[config.mk]
export PLATFORM = sky130hd
export DESIGN_NAME = game_move_seq
export DESIGN_NICKNAME = d
export VERILOG_FILES = /design/src/rtl/game_move_seq.sv
export SDC_FILE = /design/constraint.sdc
export NUM_CORES = 1
export LEC_CHECK = 0
export BUFFER_PORTS_ARGS = -buffer_cell sky130_fd_sc_hd__buf_4
export CAP_MARGIN = 15
export CORE_AREA = 2 2 221 223
export CTS_CLUSTER_DIAMETER = 150
export DETAILED_ROUTE_END_ITERATION = 10
export DIE_AREA = 0 0 223 225
export GPL_TIMING_DRIVEN = 0
export PLACE_DENSITY = 0.4
export SLEW_MARGIN = 20
export SYNTH_ARGS = -nofsm -noshare
export SYNTH_HDL_FRONTEND = slang
export SYNTH_SLANG_ARGS = --single-unit
export TNS_END_PERCENT = 5
[constraint.sdc]
create_clock -name clk -period 1.97 [get_ports clk]
set_input_delay 0.197 -clock clk [delete_from_list [all_inputs] [get_ports clk]]
set_output_delay 0.197 -clock clk [all_outputs]
set_load 0.05 [all_outputs]
[src/rtl/game_move_seq.sv]
// Paced sequencer that steps the combinational man-move stage toward a cursor target.
// Build option: define GAME_MOVE_UNDO_EN to add undo_i and a one-level state snapshot.
module game_move_seq #(
    parameter int STEP_DIV  = 4,
    parameter int MAX_STEPS = 64,
    parameter int CNT_W     = 16
) (
    input  logic             clk,
    input  logic             rst,
    input  logic             load_i,
    input  logic [133:0]     level_i,
    input  logic             cmd_valid_i,
    output logic             cmd_ready_o,
    input  logic [5:0]       cmd_cursor_i,
`ifdef GAME_MOVE_UNDO_EN
    input  logic             undo_i,
`endif
    output logic [133:0]     mm_state_o,
    output logic [5:0]       mm_cursor_o,
    input  logic [133:0]     mm_state_next_i,
    input  logic             mm_result_i,
    output logic [133:0]     state_o,
    output logic             busy_o,
    output logic             done_o,
    output logic             blocked_o,
    output logic [CNT_W-1:0] move_cnt_o
);

    localparam int STATE_W = 134;
    localparam int STEP_W  = $clog2(MAX_STEPS + 1);
    localparam int PACE_W  = (STEP_DIV > 2) ? $clog2(STEP_DIV) : 1;

    typedef enum logic [1:0] {
        S_IDLE,
        S_WAIT,
        S_STEP,
        S_FIN
    } fsm_e;

    fsm_e               fsm_q, fsm_d;
    logic [STATE_W-1:0] state_q, state_d;
    logic [5:0]         cursor_q, cursor_d;
    logic [CNT_W-1:0]   move_cnt_q, move_cnt_d;
    logic [STEP_W-1:0]  step_cnt_q, step_cnt_d;
    logic [STEP_W-1:0]  step_inc;
    logic [PACE_W-1:0]  pace_q, pace_d;
    logic               fin_done_q, fin_done_d;   // 1: FIN reports done, 0: blocked
`ifdef GAME_MOVE_UNDO_EN
    logic [STATE_W-1:0] snap_q, snap_d;
    logic               snap_vld_q, snap_vld_d;
`endif

    // State register
    always_ff @(posedge clk) begin
        if (rst) begin
            fsm_q      <= S_IDLE;
            state_q    <= '0;
            cursor_q   <= '0;
            move_cnt_q <= '0;
            step_cnt_q <= '0;
            pace_q     <= '0;
            fin_done_q <= 1'b0;
`ifdef GAME_MOVE_UNDO_EN
            snap_vld_q <= 1'b0;
`endif
        end else begin
            fsm_q      <= fsm_d;
            state_q    <= state_d;
            cursor_q   <= cursor_d;
            move_cnt_q <= move_cnt_d;
            step_cnt_q <= step_cnt_d;
            pace_q     <= pace_d;
            fin_done_q <= fin_done_d;
`ifdef GAME_MOVE_UNDO_EN
            snap_vld_q <= snap_vld_d;
`endif
        end
    end

`ifdef GAME_MOVE_UNDO_EN
    // NOTE: the snapshot data needs no reset; snap_vld_q gates every use of it.
    always_ff @(posedge clk) begin
        snap_q <= snap_d;
    end
`endif

    // Next-state and datapath update
    always_comb begin
        fsm_d      = fsm_q;
        state_d    = state_q;
        cursor_d   = cursor_q;
        move_cnt_d = move_cnt_q;
        step_cnt_d = step_cnt_q;
        pace_d     = pace_q;
        fin_done_d = fin_done_q;
        step_inc   = step_cnt_q + 1'b1;
`ifdef GAME_MOVE_UNDO_EN
        snap_d     = snap_q;
        snap_vld_d = snap_vld_q;
`endif

        unique case (fsm_q)
            S_IDLE: begin
                if (cmd_valid_i) begin
                    cursor_d   = cmd_cursor_i;
                    step_cnt_d = '0;
                    pace_d     = '0;
`ifdef GAME_MOVE_UNDO_EN
                    snap_d     = state_q;
                    snap_vld_d = 1'b1;
`endif
                    if (cmd_cursor_i == state_q[5:0]) begin
                        fsm_d      = S_FIN;
                        fin_done_d = 1'b1;
                    end else begin
                        fsm_d = S_STEP;
                    end
                end
`ifdef GAME_MOVE_UNDO_EN
                // A command in the same cycle wins; the undo is dropped.
                else if (undo_i && snap_vld_q) begin
                    state_d    = snap_q;
                    move_cnt_d = move_cnt_q - CNT_W'(step_cnt_q);
                    snap_vld_d = 1'b0;
                end
`endif
            end

            S_STEP: begin
                if (mm_result_i) begin
                    state_d    = mm_state_next_i;
                    move_cnt_d = move_cnt_q + 1'b1;
                    step_cnt_d = step_inc;
                    pace_d     = '0;
                    if (mm_state_next_i[5:0] == cursor_q) begin
                        fsm_d      = S_FIN;
                        fin_done_d = 1'b1;
                    end else if (int'(step_inc) == MAX_STEPS) begin
                        fsm_d      = S_FIN;
                        fin_done_d = 1'b0;
                    end else if (STEP_DIV == 1) begin
                        fsm_d = S_STEP;
                    end else begin
                        fsm_d = S_WAIT;
                    end
                end else begin
                    fsm_d      = S_FIN;
                    fin_done_d = 1'b0;
                end
            end

            S_WAIT: begin
                // WAIT lasts STEP_DIV-1 cycles so each step costs STEP_DIV cycles.
                if (int'(pace_q) >= STEP_DIV - 2) begin
                    fsm_d = S_STEP;
                end else begin
                    pace_d = pace_q + 1'b1;
                end
            end

            S_FIN: begin
                fsm_d = S_IDLE;
            end
        endcase

        if (load_i) begin
            fsm_d      = S_IDLE;
            state_d    = level_i;
            move_cnt_d = '0;
            step_cnt_d = '0;
            pace_d     = '0;
`ifdef GAME_MOVE_UNDO_EN
            snap_vld_d = 1'b0;
`endif
        end
    end

    // Outputs
    always_comb begin
        cmd_ready_o = (fsm_q == S_IDLE);
        busy_o      = (fsm_q != S_IDLE);
        done_o      = (fsm_q == S_FIN) && fin_done_q;
        blocked_o   = (fsm_q == S_FIN) && !fin_done_q;
        state_o     = state_q;
        mm_state_o  = state_q;
        mm_cursor_o = cursor_q;
        move_cnt_o  = move_cnt_q;
    end

endmodule

==> flow_summary.ini, run 1 <==
[status]
outcome = finished, final reports clean

[grt]
grt_pass1_vias = 10700
antenna_found_initial = 3
gr-total-overflow = 0
grt_max_degree = 17
grt_pass1_wl_um = 68300
grt_usage_pct = 18.4

[detailed_routing]
wl_per_cell_um = 18.4
dr.pass1.iters = 4
via_per_inst = 4.11
vias = 10600
drt-initial-drc-count = 417
drt_wl_total_um = 47600
antenna_left = 0
drc_errors = 0

[yosys]
synth_flop_cell = dfxtp_1
synthCells = 1231
synth_nets = 1513
avgSynthCellArea_um2 = 7.26
synth-edff-count = 0
synth-seq-cells = 168
syn_area_um2 = 8930
yosysUniqueCellTypes = 40
async_reset_ff_share_pct = 0
ys_seq_area_share_pct = 37.7
yosysWarnings = 0

[finish]
layout_common_cells = buf_4 (707), nand2_1 (422), dfxtp_1 (168)
final_common_cell = buf_4
finalNonFillerCells = 2590
syn_to_final_growth_pct = 78.9
drive_above_1_share_pct = 39.1
final_nets = 2241

[floorplanning]
pin_count = 573
fp.dieH_um = 225
die_area_um2 = 50200
rows = 80
fp.coreArea_um2 = 47500
start_util_pct = 18.8
fp.dieW_um = 223

[min_path]
min_path_cells = 3
min_path_type = primary input to register
min_from = level_i[110]
min_to = mm_state_o[110]$_SDFFE_PP0P_

[clocking]
root_buffer = clkbuf_16
clkLatencyLatePin_ns = 0.46
path_clk_slew_ns = 0.07
clock_sinks = 168
cts_htree_levels = 4
post_cts_buffers = 0
cts_buffer_depth = 2
cts_tree = built
cts_buffers = 17

[placed_design]
globalplace.congestion = 0.794
dp_hpwl_um = 38100
dp_cells = 2416
io_buffer_count = 570

[setup_path]
cp_max_fo = 10
end_kind = register
path_cells = and3b_1 -> buf_4 -> clkbuf_1 -> nand2_1 -> a21o_1 -> a21oi_1
rr_endpoint = mm_state_o[107]$_SDFFE_PP0P_
timing.rr.start = fsm_q[0]$_SDFFE_PP0P_
cpPeakStageDelay_ns = 0.49
reg2reg_slack_ns = 0.14
arrival_ns = 2.21
crit_type = register to register
reg2regPathDepth = 6
start_kind = register
critPathSlowestCell = clkbuf_1
cp.required_ns = 2.35

[run]
maxCapViolations = 0

[power_and_ir_drop]
leakage_nw = 7.45
power_density_nw_per_um2 = 654
power_mw = 10.4
ir_worst_vdd_mv = 0.409

[timing]
drv_slew = 0
slew_headroom_pct = 40.4
hold_viol = 0
period_needed_ns = 1.83
worst_pin_slew_ns = 0.894
timing.final.crit_share_pct = 93.0
rsz0062_at_grt = no
setup_viol = 0
fmax_ghz = 0.546
clock_skew_ns = 0.00941
flip-flops by register name (all words and copies together) (netlist names):
register,count
step_cnt_q,7
mm_state_o,134
fin_done_q,1
fsm_q,2
mm_cursor_o,6
pace_q,2
move_cnt_o,16
layout make-up:
class                      instances  area (µm²)
fill                            5232       31600
buffer                           220        1390
clock buffer                      17         425
clock inverter                    15         131
tap                              615         769
antenna                            3        7.51
sequential                       168        3360
multi-input combinational        840        4210
timing repair buffer             709        5670
inverter                           3        11.3
metal layers:
layer	vias to the layer above	wire length [µm]	global-route usage (%)
met5	-	0	0
met4	0	1200	6.56
met3	41	3100	4.99
met2	380	23700	32.4
met1	4880	19600	21.3
li1	5340	-	-
logic make-up after synthesis:
logic type / Yosys count / share of synthesized area [%]
buffers and inverters: 223 / 15.4
flip-flops: 168 / 37.7
AND/OR/NAND/NOR: 503 / 22.6
XOR/XNOR: 28 / 2.75
adder cells (fa/ha/maj): 3 / 0.420
multiplexers: 2 / 0.224
AO/OA/AOI/OAI: 304 / 21.0
worst max path at each step:
| stage | from | to |
|---|---|---|
| after floorplan | fsm_q[1]$_SDFFE_PP0P_ | step_cnt_q[3]$_SDFFE_PP0P_ |
| after global placement | load_i | mm_state_o[3]$_SDFFE_PP0P_ |
| after detailed placement | load_i | mm_state_o[3]$_SDFFE_PP0P_ |
| after CTS | load_i | mm_state_o[118]$_SDFFE_PP0P_ |
| after global routing | fsm_q[0]$_SDFFE_PP0P_ | mm_state_o[87]$_SDFFE_PP0P_ |
| final | fsm_q[0]$_SDFFE_PP0P_ | mm_state_o[107]$_SDFFE_PP0P_ |
critical path: cells and delay by family, from the launching register on:
kind                   cells  cell delay (ns)
AO/OA/AOI/OAI              2             0.31
flip-flops                 1             0.35
AND/OR/NAND/NOR            2             0.35
buffers and inverters      2             0.72
per-stage QoR:
step	instance area [µm²]	setup WS, ns	hold WS, ns	utilization (%)	setup TNS [ns]
floorplan	8930	0.209	0.333	-	0
global route	16000	0.0174	0.0401	33.6	0
detailed placement	14000	-0.522	0.435	29.4	-42.38
finish	16000	0.137	0.0442	33.6	0
global placement	14000	-0.475	0.429	29.4	-36.43
CTS	15900	0.0201	0.00826	33.5	0
cell usage after synthesis, types with 2 or more instances:
cell type	number	share of area, %
and2_1	2	0.14
nor3_1	4	0.22
buf_2	19	1.1
xnor2_1	16	1.6
mux2i_1	2	0.22
xor2_1	12	1.2
nand3_1	8	0.45
clkbuf_1	64	2.7
nor4_2	2	0.28
o21ai_0	6	0.34
nor2_1	41	1.7
a21oi_1	157	8.8
ha_1	3	0.42
a21o_1	129	11
and3_1	5	0.35
nand4_1	6	0.42
dfxtp_1	168	38
nand2b_1	2	0.14
a311oi_1	2	0.20
inv_1	3	0.13
nor2b_1	2	0.14
o21ai_1	3	0.17
buf_4	137	12
nand2_1	422	18
repair_timing:
| action | 4_1_cts | 5_1_grt |
|---|---|---|
| endpoints found under the setup margin | 89 | 14 |
| endpoints found under the hold margin | 139 | 0 |
| gates resized for setup | 5 | 13 |
| hold buffers | 139 | 0 |
report_power, final:
group | total [mW] | switching [mW] | internal [mW] | leakage [nW]
combinational | 3.34 | 1.98 | 1.36 | 5.81
sequential | 3.76 | 0.191 | 3.57 | 1.38
clock | 3.35 | 1.61 | 1.74 | 0.261
No activity file was read; power rests on OpenSTA's default activity.
==> run 2, diff against run 1 <==
Clock period 1.97 ns to 2 ns, I/O delays scaled along.
==> run 2 against run 1 <==
Effect of this change: wire length hardly changed; via count is 0.18% higher; clock skew hardly changed; first-iteration DRC count is 1.7% lower; global-route usage stayed put; critical path depth stayed put; worst hold slack better by 0.0039 ns; fmax is 0.62% lower; critical endpoint is now mm_state_o[53]$_SDFFE_PP0P_.
==> flow_summary.ini, run 2 (synthesized netlist as in run 1, its figures left out) <==
[floorplanning]
rows = 80
start_util_pct = 18.8
fp.dieW_um = 223
die_area_um2 = 50200
fp.dieH_um = 225
fp.coreArea_um2 = 47500
pin_count = 573

[clocking]
cts_buffers = 17
post_cts_buffers = 0
cts_buffer_depth = 2
clock_sinks = 168
path_clk_slew_ns = 0.07
clkLatencyLatePin_ns = 0.45
cts_htree_levels = 4
root_buffer = clkbuf_16
cts_tree = built

[grt]
antenna_found_initial = 3
gr-total-overflow = 0
use_met1_pct = 21.3
busiest_layer = met2
grt_pass1_vias = 10700
use_met2_pct = 32.4
grt_util_met3_pct = 4.99
grt_usage_pct = 18.4
grt_pass1_wl_um = 68300
grt_max_degree = 17

[setup_path]
cp_max_fo = 10
end_kind = register
arrival_ns = 2.23
cp.required_ns = 2.39
start_kind = register
crit_type = register to register

[timing]
fmax_ghz = 0.542
setup_ws_ns = 0.156
period_needed_ns = 1.84
drv_slew = 0
slew_headroom_pct = 40.3
worst_pin_slew_ns = 0.895
clock_skew_ns = 0.00934
holdWs_ns = 0.0481
hold_viol = 0
rsz0062_at_grt = yes
setup_viol = 0
timing.final.crit_share_pct = 92.2

[placed_design]
dp_hpwl_um = 38100
dp_slack_ns = -0.495
postPlaceCellArea_um2 = 14000
globalplace.congestion = 0.794
io_buffer_count = 570

[finish]
final_nets = 2241
final_common_cell = buf_4
syn_to_final_growth_pct = 78.8
drive_above_1_share_pct = 38.9
fillCellCount = 5231
largest_register_ffs = 134
final_cell_area_um2 = 16000
final_util_pct = 33.6
layout_common_cells = buf_4 (708), nand2_1 (422), dfxtp_1 (168)

[power_and_ir_drop]
ir_worst_vdd_mv = 0.403
power_density_nw_per_um2 = 645
power_mw = 10.3
leakage_nw = 7.44

[run]
maxCapViolations = 0

[detailed_routing]
drc_errors = 0
dr.pass1.iters = 4
via_per_inst = 4.12
wl_per_cell_um = 18.4
drt-initial-drc-count = 410
antenna_left = 0
drt_wl_total_um = 47600
vias = 10700

[status]
outcome = finished, final reports clean

[min_path]
min_path_type = primary input to register
==> run 2: cell counts in the layout (fill, tap and decap cells not counted) <==
No cell type changed its count.
==> run 2: final cells by class <==
cell class | instances | area (µm²) | area share (%)
timing repair buffer | 709 | 5670 | 35.5
multi-input combinational | 840 | 4210 | 26.4
sequential | 168 | 3360 | 21.1
buffer | 220 | 1380 | 8.65
tap | 615 | 769 | 4.82
clock buffer | 17 | 425 | 2.66
clock inverter | 15 | 131 | 0.823
inverter | 3 | 11.3 | 0.0705
antenna | 3 | 7.51 | 0.0470
==> run 2: worst paths after layout <==
check	start	cells past startpoint	slack [ns]	endpoint
min	level_i[110]	3	0.05	mm_state_o[110]$_SDFFE_PP0P_
max reg2reg	fsm_q[0]$_SDFFE_PP0P_	6	0.16	mm_state_o[53]$_SDFFE_PP0P_
max	fsm_q[0]$_SDFFE_PP0P_	6	0.16	mm_state_o[53]$_SDFFE_PP0P_
min reg2reg	mm_cursor_o[4]$_SDFFE_PP0P_	2	0.49	mm_cursor_o[4]$_SDFFE_PP0P_
==> run 2: critical path, cell delays in order, from the launching register on <==
cell and delay (ns):
dfxtp_1 0.35, and3b_1 0.22, buf_4 0.23, clkbuf_1 0.50
nand2_1 0.15, a21o_1 0.18, a21oi_1 0.12
==> run 2: power by group <==
part	leakage [nW]	total (mW)	internal [mW]	switching (mW)
clock	0.261	3.30	1.71	1.59
combinational	5.80	3.29	1.34	1.95
sequential	1.38	3.70	3.51	0.188
total	7.44	10.3	6.57	3.72
==> run 2: metrics by stage <==
| step | TNS [ns] | cells |
|---|---|---|
| final | 0 | 2590 |
| after global routing | -0.00274 | 2588 |
| after CTS | 0 | 2587 |
| after detailed placement | -38.48 | 2416 |
| after global placement | -32.53 | 2416 |
| after floorplan | 0 | 1231 |
==> run 2: what timing repair did <==
item | CTS | global route
hold endpoints to repair | 139 | 0
gates resized for setup | 4 | 8
setup endpoints to repair | 88 | 12
hold buffers | 139 | 0
==> run 2: layer usage <==
metal | vias to the layer above | wire length (µm)
li1 | 5341 | -
met1 | 4894 | 19500
met2 | 386 | 23700
met3 | 39 | 3160
met4 | 0 | 1170
met5 | - | 0
